--- src/rtl/seg_scan_ctrl_pkg.sv ---
// Shared types and constants for the seven-segment scan controller:
// FSM state encoding, hex-to-segment table and the all-anodes-off value.
package seg_scan_ctrl_pkg;

  typedef enum logic [1:0] {
    ST_IDLE  = 2'd0,
    ST_SHOW  = 2'd1,
    ST_BLANK = 2'd2
  } scan_state_e;

  localparam logic [7:0] ANODE_OFF = 8'hFF;

  // Active-high {g,f,e,d,c,b,a}; entry 0 is the rightmost element.
  localparam logic [15:0][6:0] HEX_SEG_TABLE = {
    7'h71, 7'h79, 7'h5E, 7'h39, 7'h7C, 7'h77, 7'h6F, 7'h7F,
    7'h07, 7'h7D, 7'h6D, 7'h66, 7'h4F, 7'h5B, 7'h06, 7'h3F
  };

  function automatic logic [6:0] hex_to_seg(input logic [3:0] nib);
    return HEX_SEG_TABLE[nib];
  endfunction

endpackage

--- src/rtl/seg_scan_ctrl_hex7seg.sv ---
// Combinational 4-bit hex digit to active-high seven-segment pattern.
module hex7seg
  import seg_scan_ctrl_pkg::*;
(
  input  logic [3:0] nib_i,
  output logic [6:0] seg_o
);

  assign seg_o = hex_to_seg(nib_i);

endmodule

--- src/rtl/seg_scan_ctrl.sv ---
// 8-digit multiplexed seven-segment scan controller with dead-time gaps,
// frame-synchronous display updates and leading-zero suppression.
module seg_scan_ctrl
  import seg_scan_ctrl_pkg::*;
#(
  parameter int TICK_DIV       = 50000,
  parameter int BLANK_CYC      = 16,
  parameter int CNT_W          = 16,
  parameter bit SEG_ACTIVE_LOW = 1'b1
) (
  input  logic        clk_i,
  input  logic        rst_i,
  input  logic        en_i,
  input  logic        load_i,
  input  logic [31:0] din_i,
  input  logic [7:0]  dp_in_i,
  input  logic        lz_en_i,
  output logic [2:0]  sel_o,
  output logic [7:0]  an_o,
  output logic [6:0]  seg_o,
  output logic        dp_o,
  output logic        frame_done_o,
  output scan_state_e state_o
);

  localparam logic [CNT_W-1:0] SHOW_LAST  = CNT_W'(TICK_DIV - 1);
  localparam logic [CNT_W-1:0] BLANK_LAST = CNT_W'((BLANK_CYC > 0) ? BLANK_CYC - 1 : 0);
  localparam bit               NO_GAP     = (BLANK_CYC == 0);
  localparam logic [6:0]       SEG_OFF    = SEG_ACTIVE_LOW ? 7'h7F : 7'h00;
  localparam logic             DP_OFF     = SEG_ACTIVE_LOW;

  scan_state_e      state_q;
  logic [2:0]       sel_q;
  logic [CNT_W-1:0] cnt_q;
  logic [7:0]       an_q;
  logic [6:0]       seg_q;
  logic             dp_q;
  logic             frame_done_q;
  logic [39:0]      shadow_q;
  logic [39:0]      active_q;
  logic             pending_q;

  logic [7:0]  an_d;
  logic [6:0]  seg_d;
  logic        dp_d;
  logic [6:0]  seg_lit;
  logic        dp_lit;
  logic [6:0]  dec_seg;
  logic [3:0]  cur_nib;
  logic [7:0]  dp_word;
  logic [31:0] upper_nibs;
  logic        lz_blank;
  logic        show_last;
  logic        blank_last;
  logic        digit_end;
  logic        wrap;

  assign show_last  = (cnt_q == SHOW_LAST);
  assign blank_last = (cnt_q == BLANK_LAST);
  assign digit_end  = ((state_q == ST_SHOW) && show_last && NO_GAP) ||
                      ((state_q == ST_BLANK) && blank_last);
  assign wrap       = en_i && digit_end && (sel_q == 3'd7);

  // Digit i is suppressed when it and every more-significant nibble are zero.
  assign cur_nib    = active_q[{sel_q, 2'b00} +: 4];
  assign dp_word    = active_q[39:32];
  assign upper_nibs = active_q[31:0] >> {sel_q, 2'b00};
  assign lz_blank   = lz_en_i && (sel_q != 3'd0) && (upper_nibs == 32'd0);

  hex7seg u_hex7seg (
    .nib_i (cur_nib),
    .seg_o (dec_seg)
  );

  always_comb begin
    an_d    = ANODE_OFF;
    seg_lit = 7'h00;
    dp_lit  = 1'b0;
    if (state_q == ST_SHOW) begin
      an_d[sel_q] = 1'b0;
      seg_lit     = lz_blank ? 7'h00 : dec_seg;
      dp_lit      = dp_word[sel_q];
    end
    seg_d = SEG_ACTIVE_LOW ? ~seg_lit : seg_lit;
    dp_d  = SEG_ACTIVE_LOW ? ~dp_lit : dp_lit;
  end

  always_ff @(posedge clk_i or posedge rst_i) begin
    if (rst_i) begin
      state_q      <= ST_IDLE;
      sel_q        <= 3'd0;
      cnt_q        <= '0;
      an_q         <= ANODE_OFF;
      seg_q        <= SEG_OFF;
      dp_q         <= DP_OFF;
      frame_done_q <= 1'b0;
    end else begin
      an_q         <= an_d;
      seg_q        <= seg_d;
      dp_q         <= dp_d;
      frame_done_q <= wrap;
      if (!en_i) begin
        state_q <= ST_IDLE;
        sel_q   <= 3'd0;
        cnt_q   <= '0;
      end else begin
        case (state_q)
          ST_IDLE: begin
            state_q <= ST_SHOW;
            cnt_q   <= '0;
          end
          ST_SHOW: begin
            if (show_last) begin
              cnt_q <= '0;
              if (NO_GAP) sel_q <= sel_q + 3'd1;
              else        state_q <= ST_BLANK;
            end else begin
              cnt_q <= cnt_q + CNT_W'(1);
            end
          end
          ST_BLANK: begin
            if (blank_last) begin
              cnt_q   <= '0;
              state_q <= ST_SHOW;
              sel_q   <= sel_q + 3'd1;
            end else begin
              cnt_q <= cnt_q + CNT_W'(1);
            end
          end
          default: begin
            state_q <= ST_IDLE;
            sel_q   <= 3'd0;
            cnt_q   <= '0;
          end
        endcase
      end
    end
  end

  // A load coinciding with the frame wrap bypasses the shadow entirely.
  always_ff @(posedge clk_i or posedge rst_i) begin
    if (rst_i) begin
      shadow_q  <= '0;
      active_q  <= '0;
      pending_q <= 1'b0;
    end else if (wrap) begin
      if (load_i)         active_q <= {dp_in_i, din_i};
      else if (pending_q) active_q <= shadow_q;
      pending_q <= 1'b0;
    end else if (load_i) begin
      shadow_q  <= {dp_in_i, din_i};
      pending_q <= 1'b1;
    end
  end

  assign sel_o        = sel_q;
  assign an_o         = an_q;
  assign seg_o        = seg_q;
  assign dp_o         = dp_q;
  assign frame_done_o = frame_done_q;
  assign state_o      = state_q;

endmodule

--- config.mk ---
export PLATFORM = sky130hd
export DESIGN_NAME = seg_scan_ctrl
export DESIGN_NICKNAME = d
export VERILOG_FILES = /design/src/rtl/seg_scan_ctrl_pkg.sv /design/src/rtl/seg_scan_ctrl_hex7seg.sv /design/src/rtl/seg_scan_ctrl.sv
export SDC_FILE = /design/constraint.sdc
export NUM_CORES = 1
export LEC_CHECK = 0
export BUFFER_PORTS_ARGS = -buffer_cell sky130_fd_sc_hd__buf_2
export CAP_MARGIN = 10
export CORE_ASPECT_RATIO = 0.75
export CORE_MARGIN = 4
export CORE_UTILIZATION = 45
export DETAILED_ROUTE_END_ITERATION = 10
export PLACE_DENSITY = 0.75
export RECOVER_POWER = 100
export SLEW_MARGIN = 20
export SYNTH_ARGS = -nofsm -noshare
export SYNTH_HDL_FRONTEND = slang
export SYNTH_SLANG_ARGS = --single-unit
--- constraint.sdc ---
create_clock -name clk_i -period 3.9 [get_ports clk_i]
set_input_delay 0.585 -clock clk_i [delete_from_list [all_inputs] [get_ports clk_i]]
set_output_delay 0.585 -clock clk_i [all_outputs]
set_load 0.005 [all_outputs]
==> impl_metrics.py, run 1 <==
metrics = {
    "outcome": {
        "status": "complete, but fails checks",
        "violations": "capacitance limit, slew limit",
    },
    "setup_path": {
        "path_buf_inv": 2,
        "r2r_slack_ns": 0.42,
        "cp_data_arrival_time_ns": 3.77,
        "end_kind": "register",
        "cp_slowest_stage_delay_ns": 0.77,
        "worstSetupPathType": "reg -> reg",
        "required_ns": 4.20,
        "crit_chain": "clkbuf_1, ha_1, ha_1, nand3_1, o21ai_2, buf_12, mux2_2",
        "cpMostUsedCell": "ha_1",
        "cp_max_fo": 26,
        "critical-path-slowest-cell": "o21ai_2",
        "path_delay_family": "buffers and inverters",
        "start_kind": "register",
    },
    "route": {
        "dr.first_iter.drc_count": 294,
        "first_pass_iters": 5,
        "antenna_left": 0,
        "routed_wl_um": 12700,
        "avgViaCountPerCell": 5.49,
        "avgRoutedWirePerCell_um": 17.0,
        "drc": 0,
        "vias": 4092,
    },
    "synthesis": {
        "yosysTopAreaCell": "dfrtp_1",
        "synth.most_common_cell": "dfrtp_1",
        "synth-xor-area-share_pct": 2.11,
        "synthTopCellsByCount": "dfrtp_1, nor2_1, mux2i_1",
        "synth_mux_area_share_pct": 20.8,
        "synth-seq-cells": 119,
        "synth-simple-area-share_pct": 11.5,
        "yosys_warnings": 0,
        "synth.area.top_cells": "dfrtp_1, mux2i_1, mux2_2",
        "synth_compound_area_share_pct": 8.17,
        "ys_seq_area_share_pct": 51.5,
        "synthArstFlopShare_pct": 100,
        "syn_area_mm2": 0.00582,
        "synth_edf_count": 0,
        "avgSynthCellArea_um2": 11.6,
        "syn_inst": 500,
        "synth_top_family_by_area": "multiplexers",
        "synth_nets": 559,
        "synthAdderAreaFrac_pct": 3.01,
        "synth_ff_type": "dfrtp_1",
        "ys_types": 53,
        "netlist.area_leader.share_pct": 44.3,
    },
    "grt": {
        "antenna_found_initial": 0,
        "grt.total_usage_pct": 17.9,
        "grt_pass1_vias": 4143,
        "grt-ovfl-total": 0,
        "grt_pass1_wl_um": 20900,
        "grt_start_max_net_pins": 81,
    },
    "clocking": {
        "clk_latency_ns": 0.42,
        "clock-root-buffer": "clkbuf_16",
        "cts.hold.buffers_added": 0,
        "htree_num_levels": 4,
        "ctsResizeCount": 0,
        "clkSlewWorstSetupHoldPaths_ns": 0.06,
        "cts_buffers": 17,
        "post_cts.repair.setup_buffers": 0,
        "clkSinkCount": 119,
        "clockBufferDepth": 2,
        "cts_tree": "yes",
    },
    "die": {
        "rows": 35,
        "die_w_um": 139,
        "io_pins": 67,
        "die_area_mm2": 0.0148,
        "die_height_um": 106,
        "start_util_pct": 46.6,
        "core_area_mm2": 0.0125,
    },
    "sta": {
        "worst_slew_pin_slew_ns": 2.36,
        "slew_headroom_pct": -58.4,
        "fin_skew_ns": 0.00919,
        "setup_violations": 0,
        "slew_violations": 54,
        "final.setup.tns_ns": 0,
        "rsz0062_at_grt": "false",
        "hold_viol": 0,
        "fmax_mhz": 288,
        "timing.final.crit_period_ns": 3.48,
        "period_share_pct": 89.2,
    },
    "job": {
        "cap_viol_max_count": 1,
    },
    "cells_and_area": {
        "fin_nets": 626,
        "drive_above_1_share_pct": 28.6,
        "final_cells": 746,
        "area_delta_synth_final_pct": 18.3,
        "diodes": 0,
    },
    "placement": {
        "dp_cells": 714,
        "port_buffers": 66,
        "dp_hpwl_um": 8650,
        "routabilityCongestion": 0.873,
    },
    "worst_hold_path": {
        "hp-class": "in -> reg",
    },
    "power_and_ir_drop": {
        "power_mw": 3.41,
        "ir_drop_uv": 328,
        "p_leak_nw": 3.14,
        "powerDensity_mw_per_mm2": 495,
    },
}
-- worst register-to-register path: stages, from the launching register on --
cell and delay (ns):
dfrtp_1 0.66, clkbuf_1 0.73, ha_1 0.28, ha_1 0.14, nand3_1 0.14, o21ai_2 0.77, buf_12 0.28, mux2_2 0.36
-- state kept, by name (all words and copies together) (netlist names) --
name / cells
pending_q: 1
sel_o: 3
shadow_q: 40
cnt_q: 16
state_o: 2
frame_done_o: 1
an_o: 8
active_q: 40
seg_o: 7
dp_o: 1
-- through the flow --
step,hold WS (ns),utilization (%),setup WS (ns),instance area (µm²)
after floorplan,0.455,-,0.184,5820
after global placement,0.468,50.6,0.789,6310
after detailed placement,0.483,50.6,0.603,6310
after CTS,0.293,55.6,0.527,6940
after global routing,0.405,55.2,0.207,6890
final,0.415,55.2,0.422,6890
-- cell type report --
type,instances,area [µm²]
Sequential cell,119,3000
Tap cell,166,208
Clock inverter,11,146
Fill cell,1047,5600
Multi-Input combinational cell,345,2650
Inverter,11,42.5
Clock buffer,21,480
Timing Repair Buffer,73,365
-- power breakdown --
group / internal (mW) / switching (mW) / total (mW)
combinational: 0.183 / 0.215 / 0.398
clock: 1.07 / 0.557 / 1.63
sequential: 1.34 / 0.0468 / 1.38
total: 2.59 / 0.819 / 3.41
-- cell families (layout without fill, tap and decap cells) --
| logic type | Yosys count | after routing |
|---|---|---|
| buffers and inverters | 36 | 116 |
| AND/OR/NAND/NOR | 144 | 144 |
| AO/OA/AOI/OAI | 72 | 72 |
| XOR/XNOR | 14 | 14 |
| adder cells (fa/ha/maj) | 14 | 14 |
| flip-flops | 119 | 119 |
| multiplexers | 101 | 101 |
-- layout by cell type (no fill, tap or decap), drive strengths merged, types with 3 or more instances in the layout --
master    instances
dfstp            16
mux2i            49
nand4             6
or4               3
clkbuf           40
bufinv            3
and2              3
clkinvlp          6
xnor2             6
nand2            22
buf              54
inv              10
nand3            15
o21ai             4
and3              5
nor2b             3
nor4              5
ha               14
a31oi             4
a21oi            46
clkinv            3
mux4              9
nor2             74
dfrtp           103
xor2              8
a211o             6
mux2             43
nor3              3
-- path summary, 6_finish.rpt --
path	startpoint	endpoint	cells past startpoint
max	sel_o[0]	shadow_q[27]	7
min	dp_in_i[3]	shadow_q[35]	2
max reg2reg	sel_o[0]	shadow_q[27]	7
min in group asynchronous	rst_i	shadow_q[32]	2
min reg2reg	cnt_q[0]	cnt_q[0]	1
max in group asynchronous	rst_i	active_q[4]	3
-- per-layer routing --
| metal | vias up | GRT usage [%] | wire [µm] |
|---|---|---|---|
| met5 | - | 0 | 0 |
| met1 | 2024 | 24.0 | 5770 |
| met3 | 21 | 4.95 | 708 |
| li1 | 1928 | - | - |
| met2 | 119 | 27.8 | 6020 |
| met4 | 0 | 6.49 | 186 |
Note: power is estimated with default switching activity, not from simulation.
==> run 2, diff against run 1 <==
Settings changed: ABC_AREA set to 1, PLACE_DENSITY 0.75 to 0.74.
==> run 2 against run 1 <==
The flow still finishes with violations (capacitance limit, slew limit). Global-route usage up 0.064 points. Fmax up 17%. First-iteration DRC count up 39%. Register-to-register slack improved by 0.50 ns. Setup slack gained 0.50 ns. Non-clock buffer count down 1. Die area up 6.8%. Largest cell class unchanged. Sequential share of layout area fell by 1.7 points. Critical path depth up 7.
==> impl_metrics.py, run 2 <==
metrics = {
    "outcome": {
        "status": "complete, but fails checks",
        "violations": "capacitance limit, slew limit",
    },
    "synthesis": {
        "synth_edf_count": 0,
        "syn_inst": 808,
        "synth_ff_type": "dfrtp_1",
        "yosysTopAreaCell": "dfrtp_1",
        "synthArstFlopShare_pct": 100,
        "ys_seq_area_share_pct": 48.0,
        "netlist.area_leader.share_pct": 41.3,
        "synth.most_common_cell": "nand2_1",
        "avgSynthCellArea_um2": 7.73,
        "synth.area.top_cells": "dfrtp_1, nand2_1, o21ai_0",
        "synth_nets": 867,
        "yosys_warnings": 0,
        "ys_types": 35,
        "syn_area_mm2": 0.00625,
        "synth-seq-cells": 119,
        "synthTopCellsByCount": "nand2_1, o21ai_0, dfrtp_1",
    },
    "route": {
        "dr.first_iter.drc_count": 410,
        "routed_wl_um": 13300,
        "avgRoutedWirePerCell_um": 12.7,
        "antenna_left": 0,
        "avgViaCountPerCell": 4.93,
        "drc": 0,
        "vias": 5164,
        "first_pass_iters": 5,
    },
    "power_and_ir_drop": {
        "p_leak_nw": 3.51,
        "pwr-share-seq_pct": 41.0,
        "netSwitchingFraction_pct": 26.1,
        "ir_drop_uv": 276,
        "p_sw_mw": 0.885,
        "clkPwrFrac_pct": 45.4,
        "p_comb_share_pct": 13.6,
        "power_mw": 3.39,
        "powerDensity_mw_per_mm2": 473,
        "p_int_mw": 2.51,
    },
    "setup_path": {
        "start_kind": "register",
        "required_ns": 4.25,
        "cpMostUsedCell": "nand2_1",
        "critical-path-slowest-cell": "dfrtp_1",
        "crit_chain": "clkbuf_1, nand2_1, nand3_1, nand2_1, inv_1, nand2_1, inv_1, ha_1, nand3_1, nor3_1, nand3_1, nor2_2, nand2_1, nand2_1",
        "cp_data_arrival_time_ns": 3.33,
        "cp_max_fo": 19,
        "end_kind": "register",
        "path_delay_family": "simple AND/OR/NAND/NOR gates",
        "worstSetupPathType": "reg -> reg",
        "path_buf_inv": 3,
        "cp_slowest_stage_delay_ns": 0.75,
    },
    "sta": {
        "period_share_pct": 76.3,
        "slew_violations": 74,
        "setup_violations": 0,
        "hold_viol": 0,
        "rsz0062_at_grt": "false",
        "final.setup.tns_ns": 0,
        "worst_slack_ns": 0.924,
        "fmax_mhz": 336,
        "slew_headroom_pct": -79.8,
        "fin_skew_ns": 0.00714,
        "timing.final.crit_period_ns": 2.98,
        "worst_slew_pin_slew_ns": 2.70,
    },
    "die": {
        "rows": 36,
        "io_pins": 67,
        "die_height_um": 110,
        "die_area_mm2": 0.0158,
        "start_util_pct": 47.0,
        "core_area_mm2": 0.0133,
        "die_w_um": 144,
    },
    "cells_and_area": {
        "final_core_util_pct": 54.0,
        "area_delta_synth_final_pct": 14.8,
        "drive_above_1_share_pct": 14.8,
        "fill_cells": 1252,
        "fin_nets": 922,
        "final_area_mm2": 0.00717,
        "biggestRegsByFlops": "active_q x40, shadow_q x40, cnt_q x16",
        "mostFrequentLayoutCells": "nand2_1, o21ai_0, dfrtp_1, inv_1, buf_2",
        "diodes": 0,
        "mostFrequentLayoutCell": "nand2_1",
    },
    "placement": {
        "dp_hpwl_um": 9220,
        "placed_area_mm2": 0.00663,
        "preCtsSetupSlack_ns": 1.27,
        "routabilityCongestion": 0.901,
        "port_buffers": 66,
    },
    "grt": {
        "grt_start_max_net_pins": 82,
        "met3_usage_pct": 4.53,
        "grt.total_usage_pct": 17.9,
        "grt_use_met2_pct": 25.9,
        "grt_pass1_vias": 4772,
        "grt-ovfl-total": 0,
        "grt_use_met1_pct": 26.5,
        "grt_busiest_layer": "met1",
        "grt_pass1_wl_um": 22600,
        "antenna_found_initial": 0,
    },
    "worst_hold_path": {
        "hp-class": "in -> reg",
    },
    "clocking": {
        "clk_latency_ns": 0.41,
        "post_cts.repair.setup_buffers": 0,
        "clkSinkCount": 119,
        "cts.hold.buffers_added": 0,
        "clkSlewWorstSetupHoldPaths_ns": 0.05,
        "clockBufferDepth": 2,
        "ctsResizeCount": 0,
        "clock-root-buffer": "clkbuf_16",
        "htree_num_levels": 4,
        "cts_tree": "yes",
        "cts_buffers": 17,
    },
    "job": {
        "cap_viol_max_count": 1,
    },
}
-- run 2: changes by cell type in the layout (fill, tap and decap cells not counted), sizes merged, moves of 5 or more --
cell	previous run	this run
nor4	5	0
buf	54	60
nand3	15	50
inv	10	101
and3	5	0
mux2i	49	0
nand2	22	256
nor2	74	56
o21ai	4	136
a21oi	46	8
a211o	6	0
mux2	43	0
mux4	9	0
-- run 2: worst reg2reg max path: stages (launching register included) --
cell,delay [ns]
dfrtp_1,0.75
clkbuf_1,0.60
nand2_1,0.15
nand3_1,0.11
nand2_1,0.05
inv_1,0.05
nand2_1,0.13
inv_1,0.16
ha_1,0.18
nand3_1,0.07
nor3_1,0.18
nand3_1,0.10
nor2_2,0.08
nand2_1,0.17
nand2_1,0.14
-- run 2: final timing paths --
check / from / to / slack (ns) / cells after the start
max: sel_o[0] / seg_o[3] / 0.92 / 14
min: dp_in_i[4] / shadow_q[36] / 0.44 / 3
max reg2reg: sel_o[0] / seg_o[3] / 0.92 / 14
min reg2reg: shadow_q[22] / shadow_q[22] / 0.48 / 2
max in group asynchronous: rst_i / active_q[28] / 1.22 / 2
min in group asynchronous: rst_i / shadow_q[7] / 1.12 / 2
-- run 2: logic make-up after synthesis --
| group | Yosys count | share of synthesized area, % |
|---|---|---|
| buffers and inverters | 137 | 9.78 |
| adders and majority gates | 14 | 2.80 |
| xor gates and xnor gates | 9 | 1.26 |
| and+or+nand+nor | 382 | 26.3 |
| DFF | 119 | 48.0 |
| AOI/OAI and AO/OA | 147 | 11.9 |
-- run 2: layer usage --
metal,wire length [µm],up-vias,share of wire [%]
li1,-,2660,-
met1,6930,2364,52
met2,5510,123,41
met3,685,17,5.2
met4,159,0,1.2
met5,0,-,0
-- run 2: stage by stage --
stage          cells  hold slack (ns)
2_1_floorplan    808            0.433
3_3_place_gp    1015            0.452
3_5_place_dp    1015            0.465
4_1_cts         1047            0.401
5_1_grt         1047            0.433
6_report        1047            0.444
-- run 2: cell type report --
class	instances	area (µm²)	share of cell area (%)
flip-flops and latches	119	3000	41.8
multi-input cells	552	2620	36.5
clock buffers	24	492	6.86
inverters	101	384	5.36
repair buffers	72	367	5.11
well taps	171	214	2.98
clock inverters	8	95.1	1.33
-- run 2: power groups by stage --
stage / clock network, mW / registers [mW] / logic, mW
2_1_floorplan: 0 / 1.40 / 0.335
3_3_place_gp: 0 / 1.41 / 0.467
3_5_place_dp: 0 / 1.41 / 0.475
4_1_cts: 1.57 / 1.39 / 0.479
5_1_grt: 1.63 / 1.40 / 0.536
6_report: 1.54 / 1.39 / 0.462
